$ cat src/rtl/riscv_hazard_ctrl.sv
// Pipeline sequencing controller for the 5-stage core.
// Generates per-stage hold and bubble controls for load-use hazards,
// taken branches, traps, data-memory wait states and multi-cycle mul/div.
//
//   state | meaning
//   RUN   | normal issue; a mul/div entering EX may start an occupancy window
//   MDIV  | mul/div occupying EX; cnt counts the stall cycles still to go
//
// Outputs are combinational so stalls and clears act on the current edge.
module riscv_hazard_ctrl #(
    parameter int MULDIV_CYCLES = 4,
    parameter int CNT_W         = 4
) (
    input  logic       i_clk,
    input  logic       i_rstn,
    input  logic [4:0] i_id_rs1,
    input  logic [4:0] i_id_rs2,
    input  logic       i_id_rs1_used,
    input  logic       i_id_rs2_used,
    input  logic       i_ex_valid,
    input  logic [4:0] i_ex_rd,
    input  logic       i_ex_load,
    input  logic       i_ex_muldiv,
    input  logic       i_ex_branch_taken,
    input  logic       i_mem_busy,
    input  logic       i_trap,
    output logic       o_stall_if,
    output logic       o_stall_id,
    output logic       o_stall_ex,
    output logic       o_stall_mem,
    output logic       o_clr_id,
    output logic       o_clr_ex,
    output logic       o_clr_mem,
    output logic       o_clr_wb,
    output logic       o_muldiv_done
);

    typedef enum logic {RUN = 1'b0, MDIV = 1'b1} state_t;

    // A single-cycle mul/div never enters MDIV; otherwise the first stall
    // cycle happens in RUN, leaving MULDIV_CYCLES-2 more to count in MDIV.
    localparam bit MD_MULTI = (MULDIV_CYCLES > 1);
    localparam int MD_LOAD_I = MD_MULTI ? (MULDIV_CYCLES - 2) : 0;
    localparam logic [CNT_W-1:0] MD_LOAD = CNT_W'(MD_LOAD_I);

    state_t           state;
    state_t           state_nxt;
    logic [CNT_W-1:0] cnt;
    logic [CNT_W-1:0] cnt_nxt;

    logic ld_hz;
    logic md_start;
    logic md_hold;
    logic md_last;
    logic md_single;
    logic br_flush;

    // Hazard and mul/div qualifiers shared by output and next-state logic
    always_comb begin
        ld_hz     = i_ex_valid && i_ex_load && (i_ex_rd != 5'd0) &&
                    ((i_id_rs1_used && (i_id_rs1 == i_ex_rd)) ||
                     (i_id_rs2_used && (i_id_rs2 == i_ex_rd)));
        md_start  = (state == RUN) && i_ex_valid && i_ex_muldiv && MD_MULTI;
        md_single = (state == RUN) && i_ex_valid && i_ex_muldiv && !MD_MULTI;
        md_hold   = md_start || ((state == MDIV) && (cnt != '0));
        md_last   = (state == MDIV) && (cnt == '0);
        br_flush  = i_ex_branch_taken && i_ex_valid;
    end

    // Prioritised stall/clear decode; everything is held low during reset
    always_comb begin
        o_stall_if    = 1'b0;
        o_stall_id    = 1'b0;
        o_stall_ex    = 1'b0;
        o_stall_mem   = 1'b0;
        o_clr_id      = 1'b0;
        o_clr_ex      = 1'b0;
        o_clr_mem     = 1'b0;
        o_clr_wb      = 1'b0;
        o_muldiv_done = 1'b0;
        if (!i_rstn) begin
            o_stall_if = 1'b0;
        end else if (i_trap) begin
            o_clr_id  = 1'b1;
            o_clr_ex  = 1'b1;
            o_clr_mem = 1'b1;
        end else if (i_mem_busy) begin
            o_stall_if  = 1'b1;
            o_stall_id  = 1'b1;
            o_stall_ex  = 1'b1;
            o_stall_mem = 1'b1;
            o_clr_wb    = 1'b1;
        end else if (md_hold) begin
            o_stall_if = 1'b1;
            o_stall_id = 1'b1;
            o_stall_ex = 1'b1;
            o_clr_mem  = 1'b1;
        end else begin
            // Completion does not block the branch / load-use rows below it
            o_muldiv_done = md_last || md_single;
            if (br_flush) begin
                // ID holds a wrong-path instruction, so its load-use stall is moot
                o_clr_id = 1'b1;
                o_clr_ex = 1'b1;
            end else if (ld_hz) begin
                o_stall_if = 1'b1;
                o_stall_id = 1'b1;
                o_clr_ex   = 1'b1;
            end
        end
    end

    // Next-state: trap aborts, memory wait freezes, otherwise count down
    always_comb begin
        state_nxt = state;
        cnt_nxt   = cnt;
        if (i_trap) begin
            state_nxt = RUN;
            cnt_nxt   = '0;
        end else if (i_mem_busy) begin
            state_nxt = state;
        end else if (md_start) begin
            state_nxt = MDIV;
            cnt_nxt   = MD_LOAD;
        end else if ((state == MDIV) && (cnt != '0)) begin
            cnt_nxt = cnt - 1'b1;
        end else if (state == MDIV) begin
            state_nxt = RUN;
        end
    end

    // State and counter registers
    always_ff @(posedge i_clk or negedge i_rstn) begin
        if (!i_rstn) begin
            state <= RUN;
            cnt   <= '0;
        end else begin
            state <= state_nxt;
            cnt   <= cnt_nxt;
        end
    end

endmodule

$ cat config.mk
export PLATFORM = sky130hd
export DESIGN_NAME = riscv_hazard_ctrl
export DESIGN_NICKNAME = d
export VERILOG_FILES = /design/src/rtl/riscv_hazard_ctrl.sv
export SDC_FILE = /design/constraint.sdc
export NUM_CORES = 1
export LEC_CHECK = 0
export ABC_CLOCK_PERIOD_IN_PS = 1900
export CORE_MARGIN = 2
export CORE_UTILIZATION = 34
export CTS_BUF_LIST = sky130_fd_sc_hd__clkbuf_4
export DETAILED_ROUTE_END_ITERATION = 12
export PLACE_DENSITY = 0.76
export SLEW_MARGIN = 5
export SYNTH_ARGS = -nofsm -noshare
export SYNTH_HDL_FRONTEND = slang
export SYNTH_SLANG_ARGS = --single-unit
$ cat constraint.sdc
create_clock -name i_clk -period 1.9 [get_ports i_clk]
set_input_delay 0.285 -clock i_clk [delete_from_list [all_inputs] [get_ports i_clk]]
set_output_delay 0.285 -clock i_clk [all_outputs]
set_load 0.01 [all_outputs]
# Word-level counts from Yosys, hierarchy flattened
# Cells that the tools add are included.
# totals
regBits	5
in_bits	25
output_inout_bits	9
word_cells	64
# op_classes
n_addsub	1
n_eq_ne	4
muxes	38
bitwise	1
reduce_logical	18
# ops
op	n
1-bit 2-to-1 mux	34
4-bit 2-to-1 mux	4
5-bit equality test	2
1-bit logical AND	10
5-bit nonzero test	1
4-bit zero test	1
2-bit AND reduction	2
4-bit nonzero test	1
4-bit by 1-bit subtractor with 4-bit output (second input constant)	1
3-bit != test (second input constant)	1
3-bit nonzero test	1
1-bit logical OR	2
2-bit by 1-bit != test with 1-bit output (second input constant)	1
1-bit inverter	1

# Longest topological paths before layout
# Gate-level depths: netlist of run 1.
# logic_depth
ltp_word	10
mapped_depth	8
ltp_nobuf	6

# Least setup slack after synthesis of run 1
# Ideal clock, no wire load.
# synth_timing
path_type	reg-to-output
from	register cnt[0]
to	output port o_stall_if
arrival_time_ns	1.857
t_required_ns	1.615
setup_slack_ns	-0.242
path_stages_with_launch	9
path_buffers	2
cell_sequence	dfrtp_1 -> inv_1 -> ha_1 -> or3b_1 -> buf_6 -> a211oi_4 -> nor2_1 -> o21bai_1 -> buf_4
# synth_between
elab_chain_cells	7
# synth_rtl
item	line_no	text
start, declared	48	logic [CNT_W-1:0] cnt;
start signal, assigned	139	cnt <= cnt_nxt;
4-bit nonzero test	65	md_hold = md_start || ((state == MDIV) && (cnt != '0));
1-bit logical AND	65	
1-bit logical OR	65	
1-bit 2-to-1 mux (4 in a row)	n/a	
end, declared	27	output logic o_stall_if,
# No other way between the ends.

# Worst setup path in the final report of run 1
# layout_timing
from	register cnt[0]
to	output port o_clr_ex
# layout_between
elab_chain_cells	7
# layout_rtl
item	line_no	text
4-bit nonzero test	65	
1-bit logical AND	65	
1-bit logical OR	65	
1-bit 2-to-1 mux	93	end else if (md_hold) begin
1-bit 2-to-1 mux	87	end else if (i_mem_busy) begin
1-bit 2-to-1 mux	83	end else if (i_trap) begin
1-bit 2-to-1 mux	81	if (!i_rstn) begin
end, declared	32	output logic o_clr_ex,
# No other way between the ends.

==> results of run 1 <==
==> final cells by class <==
class                           instances  area (sq um)
Tap cell                               16          20.0
Fill cell                             116           337
Multi-Input combinational cell         53           468
Timing Repair Buffer                   60           529
Sequential cell                         5           125
Clock buffer                            4          30.0
Inverter                                4          15.0
==> cells by family (layout without fill, tap and decap cells) <==
family / count (synthesis) / in the layout / share of synthesized area, %
AO/OA/AOI/OAI: 19 / 19 / 27.1
XOR/XNOR: 10 / 10 / 15.5
adder cells (fa/ha/maj): 2 / 2 / 4.43
buffers and inverters: 10 / 68 / 9.31
flip-flops: 5 / 5 / 22.2
AND/OR/NAND/NOR: 22 / 22 / 21.5
==> registers in the layout, indices dropped and copies added (netlist names) <==
name   flops
cnt        4
state      1
==> how the worst max path moves through the flow <==
stage               slack (ns)  startpoint          to  cells past startpoint
floorplan                -0.11      cnt[0]  o_stall_if                      8
global placement         -0.56  i_ex_rd[3]    o_clr_ex                      6
detailed placement       -0.61  i_ex_rd[3]    o_clr_ex                      6
CTS                      -0.51      cnt[1]    o_clr_ex                      9
global route             -0.56      cnt[0]    o_clr_ex                      9
finish                   -0.48      cnt[0]    o_clr_ex                      9
==> per-layer routing <==
| layer | vias to the layer above | wire length (um) | global-route usage [%] |
|---|---|---|---|
| met5 | - | 0 | 0 |
| met4 | 0 | 73 | 12.1 |
| met3 | 10 | 91 | 6.00 |
| met2 | 25 | 1300 | 49.0 |
| met1 | 367 | 950 | 31.6 |
| li1 | 367 | - | - |
==> worst reg2reg max path: cells and delay by family, from the launching register on <==
family | cells | cell delay (ns)
AOI/OAI and AO/OA | 2 | 0.37
DFF | 1 | 0.37
and+or+nand+nor | 1 | 0.06
adders and majority gates | 1 | 0.16
buffers and inverters | 7 | 0.79
==> through the flow <==
step | utilization [%] | std cells | hold slack [ns] | worst slack [ns]
floorplan | - | 68 | -0.0106 | -0.108
global placement | 66.8 | 128 | 0.544 | -0.564
detailed placement | 66.8 | 128 | 0.552 | -0.611
CTS | 78.0 | 146 | 0.374 | -0.512
global route | 77.9 | 142 | 0.383 | -0.565
finish | 77.9 | 142 | 0.371 | -0.482
==> power breakdown <==
part           switching (mW)  internal [mW]
Clock                  0.0559         0.0945
Sequential            0.00289          0.110
Combinational          0.0978          0.134
==> what timing repair did <==
item,CTS,global route
endpoints found under the setup margin,9,9
pin swaps,4,7
hold buffers,0,0
setup buffers,14,2
gates resized for setup,41,6
cloned,0,0
==> synth_stat cells (all sizes together), types with 2 or more instances <==
library cell | n | area, sq um
a21oi | 4 | 20.0
xor2 | 8 | 70.1
nor4 | 2 | 12.5
dfrtp | 5 | 125
clkbuf | 3 | 11.3
o21a | 2 | 15.0
nand4 | 2 | 12.5
o21ai | 2 | 10.0
xnor2 | 2 | 17.5
inv | 4 | 15.0
ha | 2 | 25.0
buf | 3 | 26.3
nor2 | 8 | 30.0
a41oi | 3 | 26.3
==> placed cells by master (no fill, tap or decap), types with 3 or more instances in the layout <==
cell             Yosys  routed
xor2_1               8       8
clkdlybuf4s50_1      0      24
nor2_1               8       7
buf_2                0       3
clkbuf_4             0       4
buf_6                1       6
a21oi_1              4       3
buf_4                2      24
dfrtp_1              5       5
dlygate4sd2_1        0       3
==> metrics.txt, run 1 <==
run status=complete, but fails checks; violations in the final reports=negative setup slack; Die W=44.7 um; Clock Root Buffer=clkbuf_4; CP Launch Type=flop; # setup viols final=7; fraction of layout instances using a drive strength above 1=a little over two fifths; sequential-to-total area share from yosys stat=22.2%; Mapped Cells=just under 70; IR drop worst, VDD=approximately 390 uV; starting density of the core=37.0%; Area growth syn-to-layout=110%; minimum setup slack among reg-to-reg paths=about 0.05 ns; pin count of the biggest net entering global routing=10; required time of the worst setup path=~1.6 ns; standard cell core area=approximately 1500 sq um; clock sinks=5; pin slew with the least headroom to its limit=between 0.4 and 0.5 ns; max_slew headroom=a little under three quarters; number of top-level pins=34; Mapped Nets=95; mean number of vias per cell=about 5.4; clock latency at the later pin of the worst-skew pair=around 0.26 ns; layout net count=154; final HPWL from detailed placement=1.51 mm; Placed Instance Area=1020 sq um; static power due to leakage=0.513 nW; initial antenna violation count=0; overall fraction of global-route tracks in use=27.7%; Crit path max-delay family=buffers and inverters; maximum clock rate=about 420 MHz; type of the setup path with the least slack=reg -> out; global-route wire length before repair=between 3 and 4 mm; CP endpoint kind=primary output; CP Data Arrival Time=around 2.1 ns; H-tree Lvls=1; final number of hold-violating endpoints=0; Synth Cell Area=~560 sq um; synthesized area per cell=about 8.3 sq um; final number of max-transition violations=0; Routed Wire Length=between 2 and 2.5 mm; Overall Power=0.496 mW; highest net fanout along the worst path=2; HP Class=in -> async; cell breakdown of the critical path=inv_2, ha_4, or3b_4, a211oi_4, buf_6, buf_6, nand3_2, o22ai_2, buf_2; reg2reg start=cnt[1]; number of enable flip-flop cells after synthesis=0; wire length per cell=~17 um; number of cells traversed by the worst register-to-register path=11; Synth async-reset ratio=100%; cell area after layout=1190 sq um; number of storage elements in the synthesis netlist=5; most used flip-flop cell after synthesis=dfrtp_1; GR Overflow Total=0; via count of the first global-routing pass=slightly above 800; antenna-violating nets left=0; critical-path cell with the highest stage delay=or3b_4; count of different cell masters after synthesis=33; PwrDens=~420 nW/um^2; shortest period the worst path allows=about 2.4 ns; die span in y=44.7 um; count of synthesis-stage warnings from yosys=0; remaining routing DRC violations=0; Setup WS post-layout=-0.482 ns; RD Place Congestion=0.800; Clock Skews=0.0118 ns; drt first pass iters=4; Max Cap Viol=0; count of input and output buffers=33; detailed-route via count=about 770; post-route fraction of the period consumed by the critical path=125%; area enclosed by the die boundary=between 2000 and 2500 sq um; Top cell by count, worst path=buf_6; total CTS buffers=3; maximum clock path buffer count=2; floorplan row count=14; delay of the slowest critical-path stage=around 0.39 ns; initial detailed-routing violation count=16; setup total negative slack=-2.72 ns; diode insertion count for antenna repair=0; combined buffer and inverter count along the critical path=4; unrepaired setup endpoints after global routing=true; TritonCTS clock tree=built; clock transition at the registers of the reported paths=roughly 0.050 ns; Critical R2R Capture=cnt[2]
No activity file was read; power rests on OpenSTA's default activity.
==> run 2, diff against run 1 <==
Settings changed: PLACE_DENSITY 0.76 to 0.77.
==> run 2 against run 1 <==
The run still ends with negative setup slack left; power rose by 8.1%; sequential cell count did not move; first-iteration DRC count fell by 13%; sequential power barely moved; non-clock buffer count rose by 8; wire length rose by 24%; sequential share of layout area fell by 0.69 points; setup slack got worse by 0.11 ns; worst hold slack improved by 0.022 ns; critical path depth rose by 1; die area did not move.
==> metrics.txt, run 2 (same netlist as run 1, synthesis figures left out) <==
run status=complete, but fails checks; violations in the final reports=negative setup slack; Clock Root Buffer=clkbuf_4; registers with the most flip-flops=cnt: 4 flops, state: 1 flops; type of the setup path with the least slack=reg -> out; TritonCTS clock tree=built; most common cell after layout, fill and taps aside=buf_4; max_slew headroom=between 60% and 70%; overall fraction of global-route tracks in use=28.4%; Final Core Density=a little over four fifths; maximum clock rate=approximately 400 MHz; Top cell by count, worst path=buf_6; Clock Skews=slightly above 0.007 ns; H-tree Lvls=1; maximum clock path buffer count=2; flip-flop count of the largest register after layout=4; Area growth syn-to-layout=125%; mean number of vias per cell=5.69; highest net fanout along the worst path=4; delay of the slowest critical-path stage=0.39 ns; GR Overflow Total=0; total CTS buffers=3; Most flops, register=cnt; number of logic stages on the critical path including buffering=10; starting density of the core=around 37%; IR drop worst, VDD=approximately 450 uV; clock sinks=5; Die W=approximately 45 um; drt first pass iters=4; number of top-level pins=34; Placement Setup Slack=-0.666 ns; Routed Wire Length=3.00 mm; cell breakdown of the critical path=inv_2, ha_4, or3b_4, buf_4, buf_6, buf_6, a21oi_4, nor2_2, o21a_1, buf_2; remaining routing DRC violations=0; standard cell core area=approximately 1500 sq um; CP Launch Type=flop; clock latency at the later pin of the worst-skew pair=about 0.26 ns; antenna-violating nets left=0; PwrDens=422 nW/um^2; number of cells traversed by the worst register-to-register path=15; global-route wire length before repair=3.97 mm; initial detailed-routing violation count=14; Critical R2R Capture=cnt[0]; floorplan row count=14; CP endpoint kind=primary output; detailed-route via count=approximately 850; layout net count=around 160; required time of the worst setup path=about 1.6 ns; die span in y=approximately 45 um; reg2reg start=cnt[1]; pin count of the biggest net entering global routing=10; RD Place Congestion=about 0.8; unrepaired setup endpoints after global routing=true; final number of max-transition violations=0; CTS hold repair buffers=0; Crit path max-delay family=buffers and inverters; shortest period the worst path allows=between 2 and 2.5 ns; Max Cap Viol=0; via count of the first global-routing pass=853; initial antenna violation count=0; Setup WS post-layout=-0.591 ns; wire length per cell=20.0 um; CP Data Arrival Time=2.21 ns; minimum setup slack among reg-to-reg paths=-0.50 ns; static power due to leakage=0.557 nW; diode insertion count for antenna repair=0; final number of hold-violating endpoints=0; setup total negative slack=-4.72 ns; critical-path cell with the highest stage delay=dfrtp_1; area enclosed by the die boundary=about 2000 sq um; # setup viols final=11; count of input and output buffers=33; pin slew with the least headroom to its limit=about 0.45 ns; post-route fraction of the period consumed by the critical path=131%; commonest cells after routing, fill and taps aside=buf_4 (28), clkdlybuf4s50_1 (24), buf_6 (10); clock transition at the registers of the reported paths=roughly 0.050 ns; combined buffer and inverter count along the critical path=5; fraction of layout instances using a drive strength above 1=47.8%; final HPWL from detailed placement=between 1.5 and 2 mm; HP Class=in -> async
[run 2: timing repair]
action / CTS / global route
buffers inserted: 14 / 7
endpoints found under the setup margin: 9 / 10
resized for setup: 46 / 14
cloned: 0 / 0
pin swaps: 6 / 8
[run 2: how the worst max path moves through the flow]
stage	from	endpoint	slack, ns
finish	cnt[1]	o_clr_mem	-0.59
global route	cnt[1]	o_clr_ex	-0.63
CTS	cnt[1]	o_clr_ex	-0.50
detailed placement	i_ex_rd[3]	o_stall_if	-0.67
global placement	i_ex_rd[3]	o_clr_ex	-0.62
floorplan	cnt[0]	o_stall_if	-0.11
[run 2: power breakdown]
part,switching (mW),internal [mW],total [mW]
Clock,0.0544,0.0943,0.149
Combinational,0.116,0.158,0.274
Sequential,0.00283,0.110,0.113
Total,0.173,0.363,0.536
[run 2: layer usage]
metal / GRT usage, % / routed length, um / vias to the layer above
li1: - / - / 379
met1: 29.9 / 1100 / 422
met2: 51.9 / 1630 / 35
met4: 14.5 / 146 / 0
met5: 0 / 0 / -
met3: 6.80 / 121 / 17
[run 2: area by class of cell]
type / count / area, sq um
Sequential cell: 5 / 125
Clock buffer: 4 / 30.0
Inverter: 4 / 15.0
Multi-Input combinational cell: 53 / 480
Tap cell: 16 / 20.0
Fill cell: 78 / 253
Timing Repair Buffer: 68 / 601
[run 2: worst register-to-register path, stage by stage, from the launching register on]
cell and delay, ns:
dfrtp_1 0.39, inv_2 0.10, ha_4 0.13, or3b_4 0.39, buf_4 0.15, buf_6 0.10, buf_6 0.12, a21oi_4 0.19
buf_6 0.12, buf_6 0.07, buf_4 0.09, buf_4 0.09, buf_4 0.09, buf_4 0.10, o21ai_2 0.04, a21oi_1 0.15
[run 2: stage by stage]
step	instance area, sq um	hold WS [ns]	std cells	power, mW
finish	1270	0.393	150	0.536
global route	1270	0.405	150	0.558
CTS	1190	0.366	146	0.495
detailed placement	1020	0.574	128	0.302
global placement	1020	0.542	128	0.297
floorplan	582	-0.0106	68	0.194
==> run 3, diff against run 2 <==
Settings changed: CORE_UTILIZATION 34 to 33, CTS_BUF_LIST sky130_fd_sc_hd__clkbuf_4 to sky130_fd_sc_hd__clkbuf_16, PLACE_DENSITY 0.77 to 0.75.
==> run 3 against run 2 <==
The run still ends with negative setup slack left; power up 34%; global-route usage up 3.0 points; cell area up 5.3%; die area up 2.7%; combinational power down 2%; worst hold slack worse by 0.012 ns; sequential cell count unchanged; count of clock-buffer cells in the layout down 1; largest cell class unchanged.
==> metrics.txt, run 3 (same netlist as run 1, synthesis figures left out) <==
run status=complete, but fails checks; violations in the final reports=negative setup slack; count of input and output buffers=33; Clock Root Buffer=clkbuf_16; number of top-level pins=34; HP Class=in -> async; required time of the worst setup path=1.62 ns; post-route fraction of the period consumed by the critical path=124%; multi-input gate area in the final layout=about 530 sq um; worst-case hold slack=0.381 ns; shortest period the worst path allows=2.35 ns; maximum clock path buffer count=2; Routed Wire Length=3.08 mm; filler cell count=75; wire length per cell=approximately 21 um; # setup viols final=8; H-tree Lvls=1; standard cell core area=around 1600 sq um; fraction of layout instances using a drive strength above 1=46.9%; total CTS buffers=3; setup total negative slack=-2.57 ns; max_slew headroom=between 60 and 70%; initial antenna violation count=0; final number of max-transition violations=0; met1 wire length=about 1.2 mm; RD Place Congestion=about 0.82; area enclosed by the die boundary=2060 sq um; Clock Skews=~0.0013 ns; sequential cell area in the final layout=~130 sq um; die span in y=45.4 um; number of cells traversed by the worst register-to-register path=9; initial detailed-routing violation count=32; PwrDens=about 540 nW/um^2; remaining routing DRC violations=0; clock sinks=5; TritonCTS clock tree=built; diode insertion count for antenna repair=0; mean number of vias per cell=between 5 and 6; total met2 wirelength after detailed routing=1.68 mm; commonest cells after routing, fill and taps aside=buf_4 (26), clkdlybuf4s50_1 (24), buf_6 (9); starting density of the core=roughly 36%; CP Data Arrival Time=roughly 2.1 ns; Most flops, register=cnt; static power due to leakage=around 0.56 nW; drt first pass iters=4; CP endpoint kind=primary output; Max Cap Viol=0; floorplan row count=14; highest net fanout along the worst path=3; global-route wire length before repair=roughly 4.5 mm; clock latency at the later pin of the worst-skew pair=about 0.22 ns; antenna-violating nets left=0; cell area after layout=around 1300 sq um; layout net count=158; CTS hold repair buffers=0; maximum clock rate=426 MHz; overall fraction of global-route tracks in use=about a third; Setup WS post-layout=-0.447 ns; wire length on met3=around 110 um; Area growth syn-to-layout=137%; Placement Setup Slack=-0.676 ns; Die W=45.4 um; pin slew with the least headroom to its limit=between 0.5 and 0.6 ns; Placed Instance Area=1030 sq um; CP Launch Type=input pin; pin count of the biggest net entering global routing=9; clock transition at the registers of the reported paths=around 0.030 ns; via count of the first global-routing pass=between 800 and 900; Final Core Density=a little under nine tenths; IR drop worst, VDD=approximately 710 uV; most common cell after layout, fill and taps aside=buf_4; final HPWL from detailed placement=around 1.6 mm; top sig layer=met4; type of the setup path with the least slack=in -> out; unrepaired setup endpoints after global routing=true; GR Overflow Total=0; registers with the most flip-flops=cnt: 4 flops, state: 1 flops; flip-flop count of the largest register after layout=4; final number of hold-violating endpoints=0; detailed-route via count=about 830
run 3: cell count changes in the layout (fill, tap and decap cells not counted), moves of 2 or more:
| cell | delta |
|---|---|
| o21ai_0 | +2 |
| clkbuf_16 | +3 |
| buf_4 | -2 |
| o21ai_2 | -2 |
| clkbuf_4 | -4 |
run 3: final cells by class:
class	instances	area share, %
repair buffers	64	42.5
well taps	16	1.50
multi-input cells	53	39.6
inverters	4	1.12
flip-flops and latches	5	9.35
clock buffers	3	5.61
clock inverters	1	0.280
run 3: repair_timing:
item	CTS	global route
resized for setup	56	9
buffers inserted	15	3
pin swaps	13	10
setup endpoints to repair	9	11
run 3: worst paths after layout:
kind / from / endpoint / slack, ns
setup reg to reg: cnt[0] / cnt[3] / -0.18
min in group i_clk: cnt[1] / cnt[1] / 0.63
max in group asynchronous: i_rstn / cnt[2] / 1.40
hold / removal: i_rstn / state / 0.38
hold reg to reg: cnt[1] / cnt[1] / 0.63
setup / recovery: i_ex_rd[3] / o_clr_ex / -0.45
run 3: critical path: stages:
cell and delay (ns):
clkdlybuf4s50_1 0.48, xor2_1 0.21, nor4_1 0.40, a32oi_1 0.30, o22ai_2 0.22, buf_2 0.16
run 3: metrics by stage:
step,total power [mW],instances
after detailed placement,0.304,129
after global placement,0.299,129
final,0.717,146
after global routing,0.746,146
after CTS,0.684,148
after floorplan,0.194,68
run 3: metal layers:
layer,track usage (%),up-vias
met4,8.24,0
met5,0,-
met2,54.0,39
li1,-,372
met1,42.0,406
met3,2.80,12
run 3: report_power, final:
| group | leakage (nW) | total (mW) | internal [mW] | switching (mW) |
|---|---|---|---|---|
| clock | 0.0423 | 0.335 | 0.272 | 0.0631 |
| combinational | 0.454 | 0.268 | 0.148 | 0.120 |
| sequential | 0.0686 | 0.114 | 0.111 | 0.00317 |
| total | 0.565 | 0.717 | 0.531 | 0.186 |
